### src/rtl/kgp_alu_pkg.sv
// ------------------------------------------------------------------
// kgp_alu_pkg: ALU op codes, FSM encoding and helpers. Rev 1.0
// ------------------------------------------------------------------
`default_nettype none

package kgp_alu_pkg;

  localparam logic [3:0] ALU_ADD  = 4'b0000;
  localparam logic [3:0] ALU_COMP = 4'b0001;
  localparam logic [3:0] ALU_AND  = 4'b0010;
  localparam logic [3:0] ALU_XOR  = 4'b0011;
  localparam logic [3:0] ALU_SHLL = 4'b0100;
  localparam logic [3:0] ALU_SHRL = 4'b0101;
  localparam logic [3:0] ALU_SHRA = 4'b0110;

  typedef enum logic [1:0] {
    ST_IDLE  = 2'b00,
    ST_SHIFT = 2'b01,
    ST_DONE  = 2'b10
  } alu_state_t;

  function automatic logic is_shift(input logic [3:0] code);
    return (code == ALU_SHLL) || (code == ALU_SHRL) || (code == ALU_SHRA);
  endfunction

endpackage

`default_nettype wire

### src/rtl/alu_multicycle_if.sv
// ------------------------------------------------------------------
// alu_multicycle_if: request/result bundle of the multicycle ALU. Rev 1.0
// ------------------------------------------------------------------
`default_nettype none

interface alu_multicycle_if #(
  parameter int WIDTH = 32
);
  logic             start;
  logic [3:0]       alu_control_signal;
  logic [WIDTH-1:0] a;
  logic [WIDTH-1:0] b;
  logic [WIDTH-1:0] result;
  logic             carry;
  logic             zero;
  logic             sign;
  logic             illegal;
  logic             busy;
  logic             done;

  modport master (
    output start, alu_control_signal, a, b,
    input  result, carry, zero, sign, illegal, busy, done
  );

  modport slave (
    input  start, alu_control_signal, a, b,
    output result, carry, zero, sign, illegal, busy, done
  );
endinterface

`default_nettype wire

### src/rtl/alu_comb_unit.sv
// ------------------------------------------------------------------
// alu_comb_unit: single-cycle ADD/COMP/AND/XOR and illegal-code detect. Rev 1.0
// ------------------------------------------------------------------
`default_nettype none

module alu_comb_unit
  import kgp_alu_pkg::*;
#(
  parameter int WIDTH = 32
) (
  input  logic [3:0]       code_i,
  input  logic [WIDTH-1:0] a_i,
  input  logic [WIDTH-1:0] b_i,
  output logic [WIDTH-1:0] value_o,
  output logic             carry_o,
  output logic             illegal_o
);

  logic [WIDTH:0] sum;

  assign sum = {1'b0, a_i} + {1'b0, b_i};

  always_comb begin
    value_o   = '0;
    carry_o   = 1'b0;
    illegal_o = 1'b0;
    case (code_i)
      ALU_ADD:  {carry_o, value_o} = sum;
      ALU_COMP: value_o = (~b_i) + {{(WIDTH-1){1'b0}}, 1'b1};
      ALU_AND:  value_o = a_i & b_i;
      ALU_XOR:  value_o = a_i ^ b_i;
      // Shifts are legal but produced by the iterative datapath in the top.
      ALU_SHLL, ALU_SHRL, ALU_SHRA: ;
      default:  illegal_o = 1'b1;
    endcase
  end

endmodule

`default_nettype wire

### src/rtl/alu_multicycle.sv
// ------------------------------------------------------------------
// alu_multicycle: KGP-RISC execution unit with one-bit-per-cycle shifter. Rev 1.0
// ------------------------------------------------------------------
`default_nettype none

module alu_multicycle
  import kgp_alu_pkg::*;
#(
  parameter int WIDTH   = 32,
  parameter int SHAMT_W = 5
) (
  input  logic             clk,
  input  logic             rst_n,
  alu_multicycle_if.slave  bus
);

  alu_state_t         state_q, state_d;
  logic [WIDTH-1:0]   acc_q, acc_d;
  logic [SHAMT_W-1:0] cnt_q, cnt_d;
  logic [3:0]         op_q, op_d;
  logic [WIDTH-1:0]   result_q, result_d;
  logic               carry_q, carry_d;
  logic               zero_q, zero_d;
  logic               sign_q, sign_d;
  logic               illegal_q, illegal_d;

  logic [WIDTH-1:0]   comb_value;
  logic               comb_carry;
  logic               comb_illegal;
  logic [WIDTH-1:0]   shifted;
  logic               shift_out;
  logic [SHAMT_W-1:0] shamt;
  logic               write_res;

  assign shamt = bus.b[SHAMT_W-1:0];

  alu_comb_unit #(.WIDTH(WIDTH)) u_comb (
    .code_i    (bus.alu_control_signal),
    .a_i       (bus.a),
    .b_i       (bus.b),
    .value_o   (comb_value),
    .carry_o   (comb_carry),
    .illegal_o (comb_illegal)
  );

  always_comb begin
    shifted   = acc_q;
    shift_out = 1'b0;
    case (op_q)
      ALU_SHLL: begin
        shifted   = {acc_q[WIDTH-2:0], 1'b0};
        shift_out = acc_q[WIDTH-1];
      end
      ALU_SHRL: begin
        shifted   = {1'b0, acc_q[WIDTH-1:1]};
        shift_out = acc_q[0];
      end
      ALU_SHRA: begin
        shifted   = {acc_q[WIDTH-1], acc_q[WIDTH-1:1]};
        shift_out = acc_q[0];
      end
      default: ;
    endcase
  end

  always_comb begin
    state_d   = state_q;
    acc_d     = acc_q;
    cnt_d     = cnt_q;
    op_d      = op_q;
    result_d  = result_q;
    carry_d   = carry_q;
    zero_d    = zero_q;
    sign_d    = sign_q;
    illegal_d = illegal_q;
    write_res = 1'b0;

    case (state_q)
      ST_IDLE: begin
        if (bus.start) begin
          if (is_shift(bus.alu_control_signal) && (shamt != '0)) begin
            acc_d   = bus.a;
            cnt_d   = shamt;
            op_d    = bus.alu_control_signal;
            state_d = ST_SHIFT;
          end else begin
            write_res = 1'b1;
            state_d   = ST_DONE;
            if (is_shift(bus.alu_control_signal)) begin
              result_d  = bus.a;
              carry_d   = 1'b0;
              illegal_d = 1'b0;
            end else begin
              result_d  = comb_value;
              carry_d   = comb_carry;
              illegal_d = comb_illegal;
            end
          end
        end
      end
      ST_SHIFT: begin
        acc_d = shifted;
        cnt_d = cnt_q - 1'b1;
        // Final step publishes the shifted value directly, saving a cycle.
        if (cnt_q == SHAMT_W'(1)) begin
          write_res = 1'b1;
          result_d  = shifted;
          carry_d   = shift_out;
          illegal_d = 1'b0;
          state_d   = ST_DONE;
        end
      end
      ST_DONE: state_d = ST_IDLE;
      default: state_d = ST_IDLE;
    endcase

    if (write_res) begin
      zero_d = (result_d == '0);
      sign_d = result_d[WIDTH-1];
    end
  end

  always_ff @(posedge clk or negedge rst_n) begin
    if (!rst_n) begin
      state_q   <= ST_IDLE;
      acc_q     <= '0;
      cnt_q     <= '0;
      op_q      <= ALU_ADD;
      result_q  <= '0;
      carry_q   <= 1'b0;
      zero_q    <= 1'b0;
      sign_q    <= 1'b0;
      illegal_q <= 1'b0;
    end else begin
      state_q   <= state_d;
      acc_q     <= acc_d;
      cnt_q     <= cnt_d;
      op_q      <= op_d;
      result_q  <= result_d;
      carry_q   <= carry_d;
      zero_q    <= zero_d;
      sign_q    <= sign_d;
      illegal_q <= illegal_d;
    end
  end

  assign bus.result  = result_q;
  assign bus.carry   = carry_q;
  assign bus.zero    = zero_q;
  assign bus.sign    = sign_q;
  assign bus.illegal = illegal_q;
  assign bus.busy    = (state_q != ST_IDLE);
  assign bus.done    = (state_q == ST_DONE);

endmodule

`default_nettype wire
### src/flat_wrapper.sv
// flat-port wrapper written by rule: the top's interface ports become plain ports
module alu_multicycle_flat import kgp_alu_pkg::*;
#(
  parameter int WIDTH   = 32,
  parameter int SHAMT_W = 5
)
  (clk, rst_n, bus_start, bus_alu_control_signal, bus_a, bus_b, bus_result, bus_carry, bus_zero, bus_sign, bus_illegal, bus_busy, bus_done);
  alu_multicycle_if #(.WIDTH(WIDTH)) bus_i ();
  input  logic clk;
  input  logic rst_n;
  input wire logic [$bits(bus_i.start)-1:0] bus_start;
  input wire logic [$bits(bus_i.alu_control_signal)-1:0] bus_alu_control_signal;
  input wire logic [$bits(bus_i.a)-1:0] bus_a;
  input wire logic [$bits(bus_i.b)-1:0] bus_b;
  output wire logic [$bits(bus_i.result)-1:0] bus_result;
  output wire logic [$bits(bus_i.carry)-1:0] bus_carry;
  output wire logic [$bits(bus_i.zero)-1:0] bus_zero;
  output wire logic [$bits(bus_i.sign)-1:0] bus_sign;
  output wire logic [$bits(bus_i.illegal)-1:0] bus_illegal;
  output wire logic [$bits(bus_i.busy)-1:0] bus_busy;
  output wire logic [$bits(bus_i.done)-1:0] bus_done;
  assign bus_i.start = bus_start;
  assign bus_i.alu_control_signal = bus_alu_control_signal;
  assign bus_i.a = bus_a;
  assign bus_i.b = bus_b;
  assign bus_result = bus_i.result;
  assign bus_carry = bus_i.carry;
  assign bus_zero = bus_i.zero;
  assign bus_sign = bus_i.sign;
  assign bus_illegal = bus_i.illegal;
  assign bus_busy = bus_i.busy;
  assign bus_done = bus_i.done;
  alu_multicycle #(.WIDTH(WIDTH), .SHAMT_W(SHAMT_W)) u_core (.clk(clk), .rst_n(rst_n), .bus(bus_i));
endmodule
### config.mk
export PLATFORM = sky130hd
export DESIGN_NAME = alu_multicycle_flat
export DESIGN_NICKNAME = d
export VERILOG_FILES = /design/src/rtl/kgp_alu_pkg.sv /design/src/rtl/alu_multicycle_if.sv /design/src/rtl/alu_comb_unit.sv /design/src/rtl/alu_multicycle.sv /design/src/flat_wrapper.sv
export SDC_FILE = /design/constraint.sdc
export NUM_CORES = 1
export LEC_CHECK = 0
export ABC_AREA = 1
export BUFFER_PORTS_ARGS = -buffer_cell sky130_fd_sc_hd__buf_4
export CAP_MARGIN = 20
export CORE_ASPECT_RATIO = 0.9
export CORE_MARGIN = 8
export CORE_UTILIZATION = 30
export CTS_CLUSTER_DIAMETER = 50
export DETAILED_ROUTE_END_ITERATION = 7
export SYNTH_ARGS = -nofsm -noshare
export SYNTH_HDL_FRONTEND = slang
export SYNTH_HIERARCHICAL = 1
export SYNTH_SLANG_ARGS = --single-unit
### constraint.sdc
create_clock -name clk -period 2.15 [get_ports clk]
set_input_delay 0.3225 -clock clk [delete_from_list [all_inputs] [get_ports clk]]
set_output_delay 0.3225 -clock clk [all_outputs]
set_load 0.05 [all_outputs]
==> metrics <==
global routing's busiest layer=met2; total design power=0.01395 W; Antenna diodes=0; setup violators final=1; most used cell, CP=nand2_1; crit end category=flop; Unique masters post-synth=49; Global Route met1 Usage=30.50%; Synth area leader=nand2_1; final-report hold violation count=0; layout cells sized above 1=36.37%; H-tree levels=3; violated checks=negative setup slack; CP Launch Type=input pin; PD cells=918.8 nW/um2; Yosys warnings=6; worst skew pair latency=0.34 ns; synth top area cells=nand2_1 22%, dfrtp_1 20%, inv_1 12%, nand3_1 8.1%, nor2_1 5.5%; hpwl dp=36470 um; outcome=finished with violations; WHS=0.3341 ns; core box area=32630 um2; effective utilization at floorplan=30.21%; worst vdd ir=0.5160 mV; Buffers on Ports=108; worst slew pin tran=0.5636 ns; post-synth net total=1844; initial antenna violation count=0; post-route cell area=15180 um2; GRT Residual Overflow=0; Nets=2257; GRT Util Overall=22.10%; largest net degree at the start of global routing=44; number of synthesized flops with an enable pin=0; first-pass GRT wire length=68930 um; via count=12790; Synth top area share=22.42%; grt met2 use=35.61%; Max Cap Viol=0; min Tclk post-route=2.360 ns; Post-DP Area=13510 um2; clk slew on worst S/H paths=0.06 ns; GR met3 Demand/Resource=3.354%; crit path kind=in -> reg; Max Freq=423.8 MHz; Lkg Pwr=7.914 nW; Crit Path Max Fanout=4; CP Data Arrival Time=2.64 ns; max_slew headroom=62.43%; Area Overhead vs Synth=53.95%; DP Worst Slack=-0.8600 ns; critical path's largest stage delay=0.24 ns; Die Height=188.0 um; CP max-delay cell=ha_2; Clock Skew=0.007810 ns; crit-path cells=buf_8, inv_1, ha_2, nand3_4, nor2_4, nand2_2, nor2_1, inv_1, xor2_1, nand2_1, nand3b_1, nand2_1, nand2_1, nand2_1, nand2_1, nor2_2, nand2_1, nor2_1, nand3_1, nor2_2, nand2_1, nand2_1; RSZ-0062 raised after global routing=true; CTS tree=done; Post-synth ARST share=100.0%; share of the yosys chip area belonging to registers=20.05%; Syn Inst Count=1737; Longest Clk Path Bufs=2; ratio of final minimum period to clock period=109.8%; standard-cell rows=63; IO Pins=109; final worst setup slack=-0.2098 ns; required time worst endpoint=2.43 ns; mean post-synth cell area=5.676 um2; Yosys reg bits=79; total wire length=45080 um; DRC viols=0; hold crit path type=in -> reg; number of global-route vias before repair=12230; Post-synth top flop=dfrtp_1; clock sink count=79; CTS Buf Count=9; CTS Root Cell=clkbuf_16; first drt pass iteration count=5; Placer Congestion=0.9702; Final Max Slew Viols=0; DIE WIDTH=207.1 um; Starting DRT DRC Count=1010; drt wl/cell=17.51 um; Die ar.=38930 um2; Synth Cell Area=9859 um2; vias per cell=4.967; Routed Antenna Nets=0
[what timing repair did]
action | CTS | global route
cloned | 0 | 0
hold buffers | 1 | 0
endpoints found under the setup margin | 15 | 29
pin swaps | 23 | 78
gates resized for setup | 70 | 236
endpoints found under the hold margin | 18 | 0
setup buffers | 7 | 16
[critical path: cells and delay by family]
kind / cells / cell delay, ns
simple gates: 17 / 1.65
xor+xnor: 1 / 0.15
fa+ha+maj: 1 / 0.24
buf+inv: 3 / 0.25
[layout make-up]
cell class,count,area (um2)
multi-input combinational,1284,7481
clock buffer,10,229.0
clock inverter,4,72.57
tap,422,528.0
timing repair buffer,456,3664
sequential,79,1977
inverter,320,1227
fill,3441,17460
[state kept, by name (all words and copies together), names as in the netlist]
name,flops
u_core/state_q,2
u_core/acc_q,32
u_core/bus.result,32
u_core/bus.illegal,1
u_core/bus.zero,1
u_core/cnt_q,5
u_core/op_q,4
u_core/bus.sign,1
u_core/bus.carry,1
[metal layers]
metal  share of wire, %  vias up
met5                  0        -
met4                2.7        0
met3                6.0       62
met2                 45      441
met1                 47     5967
li1                   -     6319
[cells in the final DEF (no fill, tap or decap), types with 30 or more instances in the layout]
cell type	count
nand2_1	509
buf_4	425
inv_1	288
nand3_1	143
nor2_1	90
dfrtp_1	79
nand2_2	76
a21oi_1	72
nor2_2	60
o21ai_0	53
o22ai_1	40
nor2_4	30
[cells in the mapped netlist (8+ instances only)]
cell      count
nand3_1     160
o21ai_0      59
nor3_1       12
nand3b_1      9
nand4_1      24
o22ai_1      40
ha_1         35
nor2_2       26
nand2_2      14
inv_2        13
dfrtp_1      79
clkbuf_1      8
inv_1       305
nor2_1      144
nor2_4       10
buf_2        25
buf_6        10
o211ai_1     10
nand2_1     589
a21oi_1      86
[kinds of logic (layout without fill, tap and decap cells)]
logic type | after synthesis | count (layout) | synth area share (%)
AOI/OAI and AO/OA | 231 | 231 | 13.53
xor gates and xnor gates | 3 | 3 | 0.2665
adders and majority gates | 36 | 36 | 4.645
buffers and inverters | 374 | 790 | 15.89
DFF | 79 | 79 | 20.05
and+or+nand+nor | 1014 | 1014 | 45.62
[path summary, 6_finish.rpt]
| kind | start | end | slack, ns | depth (start not counted) |
|---|---|---|---|---|
| setup reg to reg | u_core/op_q[0] | u_core/bus.zero | 0 | 14 |
| hold reg to reg | u_core/op_q[3] | u_core/op_q[3] | 0.47 | 2 |
| max in group asynchronous | rst_n | u_core/acc_q[18] | 1.00 | 3 |
| min in group asynchronous | rst_n | u_core/cnt_q[4] | 0.52 | 2 |
| setup / recovery | bus_b[0] | u_core/bus.zero | -0.21 | 22 |
| hold / removal | bus_b[0] | u_core/cnt_q[0] | 0.33 | 4 |
[metrics by stage]
step                cells  TNS [ns]  util (%)
floorplan            1737   -0.1015         -
global route         2575   -0.9108     46.51
global placement     2540    -11.60     41.40
CTS                  2561   -0.2979     43.59
detailed placement   2540    -11.32     41.40
finish               2575   -0.2098     46.51
[power by group]
part	internal [W]	total (W)	switching, W	leakage (nW)
registers	0.00218	0.00281	0.000628	0.979
clock network	0.00100	0.00161	0.000606	0.144
logic	0.00374	0.00953	0.00579	6.79
(Power assumes the default switching activity.)
